===== config.mk =====
export PLATFORM = sky130hd
export DESIGN_NAME = cmat_pingpong_buffer
export DESIGN_NICKNAME = d
export VERILOG_FILES = /design/src/rtl/cmat_pkg.sv /design/src/rtl/cmat_bank.sv /design/src/rtl/cmat_pingpong_buffer.sv
export SDC_FILE = /design/constraint.sdc
export NUM_CORES = 1
export LEC_CHECK = 0
export BUFFER_PORTS_ARGS = -buffer_cell sky130_fd_sc_hd__buf_4
export CORE_ASPECT_RATIO = 1.2
export CORE_MARGIN = 1
export CORE_UTILIZATION = 30
export DETAILED_ROUTE_END_ITERATION = 8
export GPL_TIMING_DRIVEN = 0
export MAX_ROUTING_LAYER = met4
export SLEW_MARGIN = 20
export SYNTH_ARGS = -nofsm -noshare
export SYNTH_HDL_FRONTEND = slang
export SYNTH_HIERARCHICAL = 1
export SYNTH_SLANG_ARGS = --single-unit

===== constraint.sdc =====
create_clock -name clk -period 3.8 [get_ports clk]
set_clock_uncertainty 0.1 [all_clocks]
set_input_delay 0.19 -clock clk [delete_from_list [all_inputs] [get_ports clk]]
set_output_delay 0.19 -clock clk [all_outputs]
set_load 0.01 [all_outputs]

===== src/rtl/cmat_pkg.sv =====
// -----------------------------------------------------------------------------
// cmat_pkg
//   Shared definitions for the complex-matrix datapath: matrix geometry
//   (4 rows x 2 cols = 8 entries), the address type, the read-side FSM state
//   encoding of the ping-pong buffer, and the {row, col} address packing
//   helper used by the buffer and by the trace/metric calculators.
// -----------------------------------------------------------------------------
package cmat_pkg;

  localparam int CMAT_ROWS   = 4;
  localparam int CMAT_COLS   = 2;
  localparam int CMAT_DEPTH  = CMAT_ROWS * CMAT_COLS;
  localparam int CMAT_ADDR_W = 3;

  typedef logic [CMAT_ADDR_W-1:0] cmat_addr_t;

  // Read-side sequencing: wait for a full bank, announce it, hold it until
  // the calculator reports completion.
  typedef enum logic [1:0] {
    R_IDLE  = 2'd0,
    R_START = 2'd1,
    R_BUSY  = 2'd2
  } rd_state_e;

  // Row-major packing: entry (row, col) lives at address {row, col}.
  function automatic cmat_addr_t cmat_addr(input logic [1:0] row, input logic col);
    return {row, col};
  endfunction

endpackage


===== src/rtl/cmat_bank.sv =====
// -----------------------------------------------------------------------------
// cmat_bank
//   One 8-entry complex register file (real and imaginary halves kept in
//   separate arrays). Synchronous write, asynchronous (combinational) read,
//   synchronous clear of every entry on rst.
//
// Ports
//   clk, rst            clock, synchronous active-high reset (clears contents)
//   we                  write enable
//   waddr               write address {row, col}
//   wdata_r, wdata_i    write data, signed real / imaginary
//   raddr               read address {row, col}
//   rdata_r, rdata_i    read data, valid in the same cycle as raddr
// -----------------------------------------------------------------------------
module cmat_bank
  import cmat_pkg::*;
#(
  parameter int N = 16
) (
  input  logic                clk,
  input  logic                rst,
  input  logic                we,
  input  cmat_addr_t          waddr,
  input  logic signed [N-1:0] wdata_r,
  input  logic signed [N-1:0] wdata_i,
  input  cmat_addr_t          raddr,
  output logic signed [N-1:0] rdata_r,
  output logic signed [N-1:0] rdata_i
);

  logic signed [N-1:0] mem_r [CMAT_DEPTH];
  logic signed [N-1:0] mem_i [CMAT_DEPTH];

  always_ff @(posedge clk) begin
    if (rst) begin
      // NOTE: this is a small flop-based register file, not a RAM macro, so
      // clearing every entry is cheap and gives a defined rd_data after reset.
      for (int k = 0; k < CMAT_DEPTH; k++) begin
        mem_r[k] <= '0;
        mem_i[k] <= '0;
      end
    end else if (we) begin
      // NOTE: sequential state uses non-blocking assignments so every flop
      // samples pre-edge values regardless of statement order.
      mem_r[waddr] <= wdata_r;
      mem_i[waddr] <= wdata_i;
    end
  end

  // The calculator consumes data in its address cycle: no read register.
  assign rdata_r = mem_r[raddr];
  assign rdata_i = mem_i[raddr];

endmodule


===== src/rtl/cmat_pingpong_buffer.sv =====
// -----------------------------------------------------------------------------
// cmat_pingpong_buffer
//   Two-bank store for one 4x2 complex matrix. The write side fills one bank
//   from a valid/ready sample stream (8 beats, s_last on the 8th); the read
//   side exposes the other bank to the calculator through a combinational
//   address/data port. When a bank becomes full the calculator is kicked with
//   a one-cycle start_calc; its done_calc pulse frees the bank.
//
// Ports
//   clk, rst              clock, synchronous active-high reset
//   s_valid / s_ready     write-stream handshake
//   s_data_r / s_data_i   sample, signed real / imaginary
//   s_last                marks the 8th sample of a matrix
//   rd_addr               calculator read address {row, col}
//   rd_data_r / rd_data_i entry rd_addr of the read bank (same cycle)
//   start_calc            one-cycle pulse: read bank holds a full matrix
//   done_calc             calculator finished with the read bank
//   occupancy             number of full banks (0..2)
//   err_frame             one-cycle pulse: s_last misplaced, frame dropped
// -----------------------------------------------------------------------------
module cmat_pingpong_buffer
  import cmat_pkg::*;
#(
  parameter int N     = 16,
  parameter int DEPTH = CMAT_DEPTH
) (
  input  logic                clk,
  input  logic                rst,
  input  logic                s_valid,
  output logic                s_ready,
  input  logic signed [N-1:0] s_data_r,
  input  logic signed [N-1:0] s_data_i,
  input  logic                s_last,
  input  cmat_addr_t          rd_addr,
  output logic signed [N-1:0] rd_data_r,
  output logic signed [N-1:0] rd_data_i,
  output logic                start_calc,
  input  logic                done_calc,
  output logic [1:0]          occupancy,
  output logic                err_frame
);

  localparam cmat_addr_t LAST_PTR = cmat_addr_t'(DEPTH - 1);

  // ---------------------------------------------------------------------------
  // State
  // ---------------------------------------------------------------------------
  logic       wr_bank;
  cmat_addr_t wr_ptr;
  logic       rd_bank;
  logic [1:0] full;
  rd_state_e  rd_state;

  // ---------------------------------------------------------------------------
  // Write-side decode. s_ready depends on registers only, so the upstream
  // producer never sees a combinational path from s_valid back to s_ready.
  // ---------------------------------------------------------------------------
  logic accept;
  logic ptr_last;
  logic commit;
  logic frame_bad;
  logic release_bank;

  assign s_ready   = ~full[wr_bank];
  assign accept    = s_valid & s_ready;
  assign ptr_last  = (wr_ptr == LAST_PTR);
  assign commit    = accept & s_last & ptr_last;
  // s_last early, or missing on the 8th beat: drop the frame.
  assign frame_bad = accept & (s_last ^ ptr_last);

  // done_calc only counts once the calculator has been started.
  assign release_bank = (rd_state == R_BUSY) & done_calc;

  always_ff @(posedge clk) begin
    if (rst) begin
      wr_bank   <= 1'b0;
      wr_ptr    <= '0;
      err_frame <= 1'b0;
    end else begin
      err_frame <= frame_bad;
      if (accept) begin
        // Any s_last, or the 8th beat, closes the frame; a bad frame simply
        // leaves the bank unmarked so the next frame overwrites it.
        wr_ptr <= (s_last | ptr_last) ? '0 : wr_ptr + cmat_addr_t'(1);
        if (commit) begin
          wr_bank <= ~wr_bank;
        end
      end
    end
  end

  // ---------------------------------------------------------------------------
  // Full flags. A commit targets wr_bank (not full) and a release targets
  // rd_bank (full), so the two never hit the same bank in one cycle.
  // ---------------------------------------------------------------------------
  always_ff @(posedge clk) begin
    if (rst) begin
      full <= '0;
    end else begin
      for (int b = 0; b < 2; b++) begin
        if (commit && (wr_bank == 1'(b))) begin
          full[b] <= 1'b1;
        end else if (release_bank && (rd_bank == 1'(b))) begin
          full[b] <= 1'b0;
        end
      end
    end
  end

  assign occupancy = {1'b0, full[0]} + {1'b0, full[1]};

  // ---------------------------------------------------------------------------
  // Read FSM. start_calc is a registered Moore output: it is high exactly
  // while the FSM sits in R_START.
  // ---------------------------------------------------------------------------
  always_ff @(posedge clk) begin
    if (rst) begin
      rd_state   <= R_IDLE;
      rd_bank    <= 1'b0;
      start_calc <= 1'b0;
    end else begin
      start_calc <= 1'b0;
      unique case (rd_state)
        R_IDLE: begin
          if (full[rd_bank]) begin
            rd_state   <= R_START;
            start_calc <= 1'b1;
          end
        end
        R_START: begin
          rd_state <= R_BUSY;
        end
        R_BUSY: begin
          if (done_calc) begin
            rd_bank  <= ~rd_bank;
            rd_state <= R_IDLE;
          end
        end
        default: begin
          rd_state <= R_IDLE;
        end
      endcase
    end
  end

  // ---------------------------------------------------------------------------
  // Banks and read mux
  // ---------------------------------------------------------------------------
  logic signed [N-1:0] bank_rd_r [2];
  logic signed [N-1:0] bank_rd_i [2];

  for (genvar b = 0; b < 2; b++) begin : g_bank
    cmat_bank #(
      .N(N)
    ) u_bank (
      .clk     (clk),
      .rst     (rst),
      .we      (accept && (wr_bank == 1'(b))),
      .waddr   (wr_ptr),
      .wdata_r (s_data_r),
      .wdata_i (s_data_i),
      .raddr   (rd_addr),
      .rdata_r (bank_rd_r[b]),
      .rdata_i (bank_rd_i[b])
    );
  end

  assign rd_data_r = bank_rd_r[rd_bank];
  assign rd_data_i = bank_rd_i[rd_bank];

endmodule


### Yosys cells after proc, flatten, opt, wreduce, memory -nomap -nowiden

Memory sizes are Yosys's and may differ from the RTL's.
Index checks and enable logic that the tools add are counted.

| storage, ports and cells | value |
|---|---|
| bits in registers | 11 |
| RAM bits | 512 |
| output and inout bits | 37 |
| memories kept | 4 |

| cells by class | value |
|---|---|
| add/sub/neg operators | 2 |
| magnitude comparators | 3 |
| equality and inequality tests | 5 |
| mux-type cells | 39 |
| bitwise logic cells | 12 |
| reduce and logical (&&, ||, !) cells | 17 |

Memories:

| name | words | bits a word | read ports | clocked after memory_dff | wr ports | RTL line | RTL |
|---|---|---|---|---|---|---|---|
| g_bank[0].u_bank.mem_i | 8 | 16 | 1 | 0 | 8 | cmat_bank.sv:32 | `logic signed [N-1:0] mem_i [CMAT_DEPTH];` |
| g_bank[0].u_bank.mem_r | 8 | 16 | 1 | 0 | 8 | cmat_bank.sv:31 | `logic signed [N-1:0] mem_r [CMAT_DEPTH];` |
| g_bank[1].u_bank.mem_i | 8 | 16 | 1 | 0 | 8 | cmat_bank.sv:32 |  |
| g_bank[1].u_bank.mem_r | 8 | 16 | 1 | 0 | 8 | cmat_bank.sv:31 |  |

Operators with widths:

| cell | count |
|---|---|
| 16-bit two-way mux | 10 |
| 16-bit OR reduction | 4 |
| 1-bit two-way mux | 21 |
| 3-bit two-way mux | 5 |
| 1-bit logical AND | 6 |
| 2-bit one-hot mux with 3 select lines | 1 |
| 2-bit AND reduction | 3 |
| 1-bit bitwise AND | 5 |
| 1-bit by 2-bit < comparator with 1-bit output (second input constant) | 2 |
| 2-bit two-way mux | 2 |
| 2-bit != test (second input constant) | 2 |
| 1-bit NOT | 4 |
| 2-bit nonzero test | 2 |
| 3-bit by 1-bit adder with 3-bit output (second input constant) | 1 |
| 3-bit equality test (second input constant) | 1 |
| 1-bit by 1-bit adder with 2-bit output | 1 |
| 2-bit by 1-bit equality test with 1-bit output (second input constant) | 1 |
| 2-bit equality test (second input constant) | 1 |
| 2-bit greater-or-equal comparator (second input constant) | 1 |
| 2-bit zero test | 1 |
| 1-bit NOT with 2-bit output | 1 |
| 2-bit OR reduction | 1 |
| 1-bit bitwise OR | 1 |
| 1-bit XOR | 1 |

### Longest topological paths before layout

| logic depth | value |
|---|---|
| word-level depth | 10 |
| depth in mapped cells | 7 |
| depth with buffers taken out | 6 |

### By module

The synthesis kept the hierarchy.

Modules (own cells, without submodules):

| module | times used | cells an instance | area each (µm²) | seq. area each (µm²) |
|---|---|---|---|---|
| cmat_bank | 2 | 729 | 11641.2 | 7687.4 |
| cmat_pingpong_buffer | 1 | 93 | 897.1 | 220.2 |

### Worst setup path before layout

OpenSTA, ideal clock, no wires.

| timing | value |
|---|---|
| kind | register to register |
| start | register wr_bank |
| end | memory g_bank[1].u_bank.mem_i[0][0], enable pin |
| data arrival time | 2.964 ns |
| setup slack | 0.308 ns |
| stages on the path, launching flop included | 8 |
| path buffers | 3 |
| path through | dfxtp_1 inv_1 nor3_1 or3b_1 clkbuf_1 buf_6 buf_6 o21bai_1 |

RTL lines:

| item | RTL line | RTL |
|---|---|---|
| start, declared | cmat_pingpong_buffer.sv:48 | `logic wr_bank;` |
| start signal, assigned | cmat_pingpong_buffer.sv:86 | `wr_bank <= ~wr_bank;` |
| end, declared | cmat_bank.sv:32 |  |

==> run summary <==
Vias: 15,200
CP max stage cell: o21bai_4
Synth Area in Simple Gates: 11.4%
global-route wire length before repair: 104,000 um
clk buf depth: 3
register area: 0.0156 sq mm
clk slew on worst S/H paths: 0.06 ns
worst path required time: 3.97 ns
Post-DP Area: 0.0266 sq mm
DRC: 0
gr usage total: 17.9%
Detailed Route WL: 71,600 um
relative slew slack: 43.7%
max-cap viol count: 0
worst hold path endpoint: g_bank[1].u_bank/mem_i[7][2]
drt pass-1 iters: 7
Max VDD drop: 0.359 mV
total power: 12.7 mW
CTS tree: done
grt ovf: 0
post-synth top area share: 63.6%
nets: 1,736
min-delay src: s_data_i[2]
initial antenna violation count: 1
unrepaired setup endpoints after global routing: no
dpl hpwl: 51,200 um
PD cells: 448 mW/mm^2
drt wl/cell: 25.9 um
Worst Setup End Kind: flop
xor/xnor cell area share of the yosys netlist: 0.0362%
reg2reg path depth: 7
# fillers: 7,546
Vias/cell: 5.49
vias in the first global route: 15,600
adder-cell share of the synthesized area: 0.207%
worst slew pin tran: 0.844 ns
Ports: 77
synthesis-stage register bit count: 523
Setup CP Type: flop to flop
Skew-Pair Late Insertion Delay: 0.56 ns
Setup Viol. Count Final: 0
Worst EP arrival: 3.62 ns
synth warn: 6
f_max: 0.290 GHz
Layout area overhead: 16.7%
Primary FF master, synth: edfxtp_1
Hold Vio Cnt, Final: 0
initial drt markers: 1,618
Core Area: 0.0795 sq mm
clock sinks: 523
Final Worst Setup Slack: 0.346 ns
most frequent cells in the layout: nor3_1, edfxtp_1, clkinv_1, clkbuf_1, buf_4
Netlist Area Pre-Place: 0.0242 sq mm
post-synthesis sequential area ratio: 64.5%
global placer's final weighted congestion: 0.863
Synth Area in Compound Gates: 0.766%
design area: 0.0282 sq mm
largest cells by area after synthesis: edfxtp_1, nor3_1, mux4_1
Crit Reg-Reg Startpoint: wr_bank
fin crit share: 90.9%
pin count of the biggest net entering global routing: 24
Num CTS Buffers: 47
DIE AREA: 0.0817 sq mm
post-CTS sizing: 0
Die W: 261 um
Syn Nets: 1,595
area of the multi-input gates: 0.00761 sq mm
CP Max Fanout: 17
synthesized area per cell: 15.6 sq um
EDFF count, synth: 512
commonest non-fill, non-tap cell in the layout: nor3_1
Startpoint Class: flop
H-tree lvl count: 2
min Tclk post-route: 3.45 ns
largest area contributor in the netlist: edfxtp_1
post-route ant nets: 0
Async SR Flop Fraction: 0%
largest family of logic cells by synthesized area: multiplexers
Mapped Cells: 1,551
die height: 313 um
CP cell instances: inv_1 -> nor3_1 -> nand3b_1 -> clkbuf_1 -> buf_2 -> o21bai_4 -> buf_16
Reg-to-Reg End: g_bank[1].u_bank/mem_i[1][6]
synth unique cells: 36
fraction of layout cells with a size suffix above 1: 22.3%
port bufs: 73
mux share of post-synthesis cell area: 18.4%
Worst Hold Path Cells: 3
Crit path largest cell delay: 0.70 ns
hold crit path type: input port to flop
Setup WS pre-CTS: 0.258 ns
Cell Rows: 113
flop2flop setup slack: 0.35 ns
Initial Util: 30.4%
final setup TNS: 0 ns
WHS: 0.0240 ns
status: finished clean
Max Slew Vio Count: 0
Pleak: 9.44 nW
Root Driver: clkbuf_16
-- layer usage --
layer	wire, um	vias up	global-route usage, %
met3	4550	149	2.35
met2	38000	689	31.6
met5	0	-	-
met1	26500	7868	20.6
li1	-	6480	-
met4	2510	0	6.38
-- flip-flops by register name, summed over array words and instances, names as in the netlist --
| signal | count |
|---|---|
| g_bank.u_bank/mem_r | 256 |
| start_calc | 1 |
| full | 2 |
| g_bank.u_bank/mem_i | 256 |
| rd_bank | 1 |
| wr_ptr | 3 |
| rd_state | 2 |
| wr_bank | 1 |
| err_frame | 1 |
-- how the worst max path moves through the flow --
stage | slack (ns) | from | to
floorplan | 0.31 | wr_bank | g_bank[1].u_bank/mem_i[0][0]
global placement | -1.94 | wr_bank | g_bank[1].u_bank/mem_i[1][6]
detailed placement | 0.26 | wr_bank | g_bank[1].u_bank/mem_i[1][6]
CTS | 0.24 | wr_bank | g_bank[1].u_bank/mem_i[1][6]
global route | 0.18 | wr_bank | g_bank[1].u_bank/mem_i[1][6]
finish | 0.35 | wr_bank | g_bank[1].u_bank/mem_i[1][6]
-- repair_timing --
action / CTS / global route
hold buffers: 2 / 0
hold endpoints to repair: 9 / 0
setup buffers: 0 / 0
-- layout make-up --
| type | instances | area share (%) |
|---|---|---|
| Sequential cell | 523 | 55.2 |
| Multi-Input combinational cell | 801 | 27.0 |
| Tap cell | 1035 | 4.59 |
| Clock buffer | 58 | 4.46 |
| Timing Repair Buffer | 92 | 3.54 |
| Buffer | 155 | 3.11 |
| Clock inverter | 27 | 1.09 |
| Inverter | 72 | 0.966 |
| Antenna cell | 2 | 0.0177 |
-- Yosys cell counts, types with 2 or more instances --
| library cell | n |
|---|---|
| clkbuf_1 | 64 |
| a21oi_1 | 5 |
| buf_6 | 30 |
| clkinv_1 | 64 |
| inv_1 | 7 |
| buf_2 | 28 |
| edfxtp_1 | 512 |
| o21ai_0 | 4 |
| nand3b_1 | 3 |
| nand4_1 | 4 |
| ha_1 | 4 |
| or2_2 | 2 |
| mux2_1 | 4 |
| dfxtp_1 | 11 |
| mux2_2 | 44 |
| mux4_1 | 72 |
| nor4_1 | 3 |
| nor3_1 | 514 |
| o21bai_1 | 16 |
| nand2_1 | 2 |
| nand2b_1 | 6 |
| clkbuf_2 | 2 |
| nor2_1 | 4 |
| mux4_2 | 56 |
| buf_1 | 29 |
| or3b_1 | 2 |
| buf_12 | 2 |
| mux2_4 | 49 |
-- per-stage QoR --
step | cells | util [%]
detailed placement | 2676 | 33.5
floorplan | 1551 | -
global route | 2765 | 35.5
finish | 2765 | 35.5
CTS | 2763 | 35.5
global placement | 2659 | 32.7
-- critical path: cells and delay by family (launching register included) --
family,cells,cell delay [ns]
flops,1,0.42
buf+inv,4,0.97
compound gates,1,0.70
simple gates,2,0.94
-- power by group --
part           switching (mW)  internal [mW]
logic                   0.653          0.488
registers              0.0538           6.52
clock network            2.11           2.83
total                    2.82           9.84
-- cells by family after synthesis --
kind of cell / after synthesis
buffers and inverters: 227
and+or+nand+nor: 543
xor gates and xnor gates: 1
AOI/OAI and AO/OA: 27
DFF: 523
adders and majority gates: 4
muxes: 226
No activity file was read; power rests on OpenSTA's default activity.
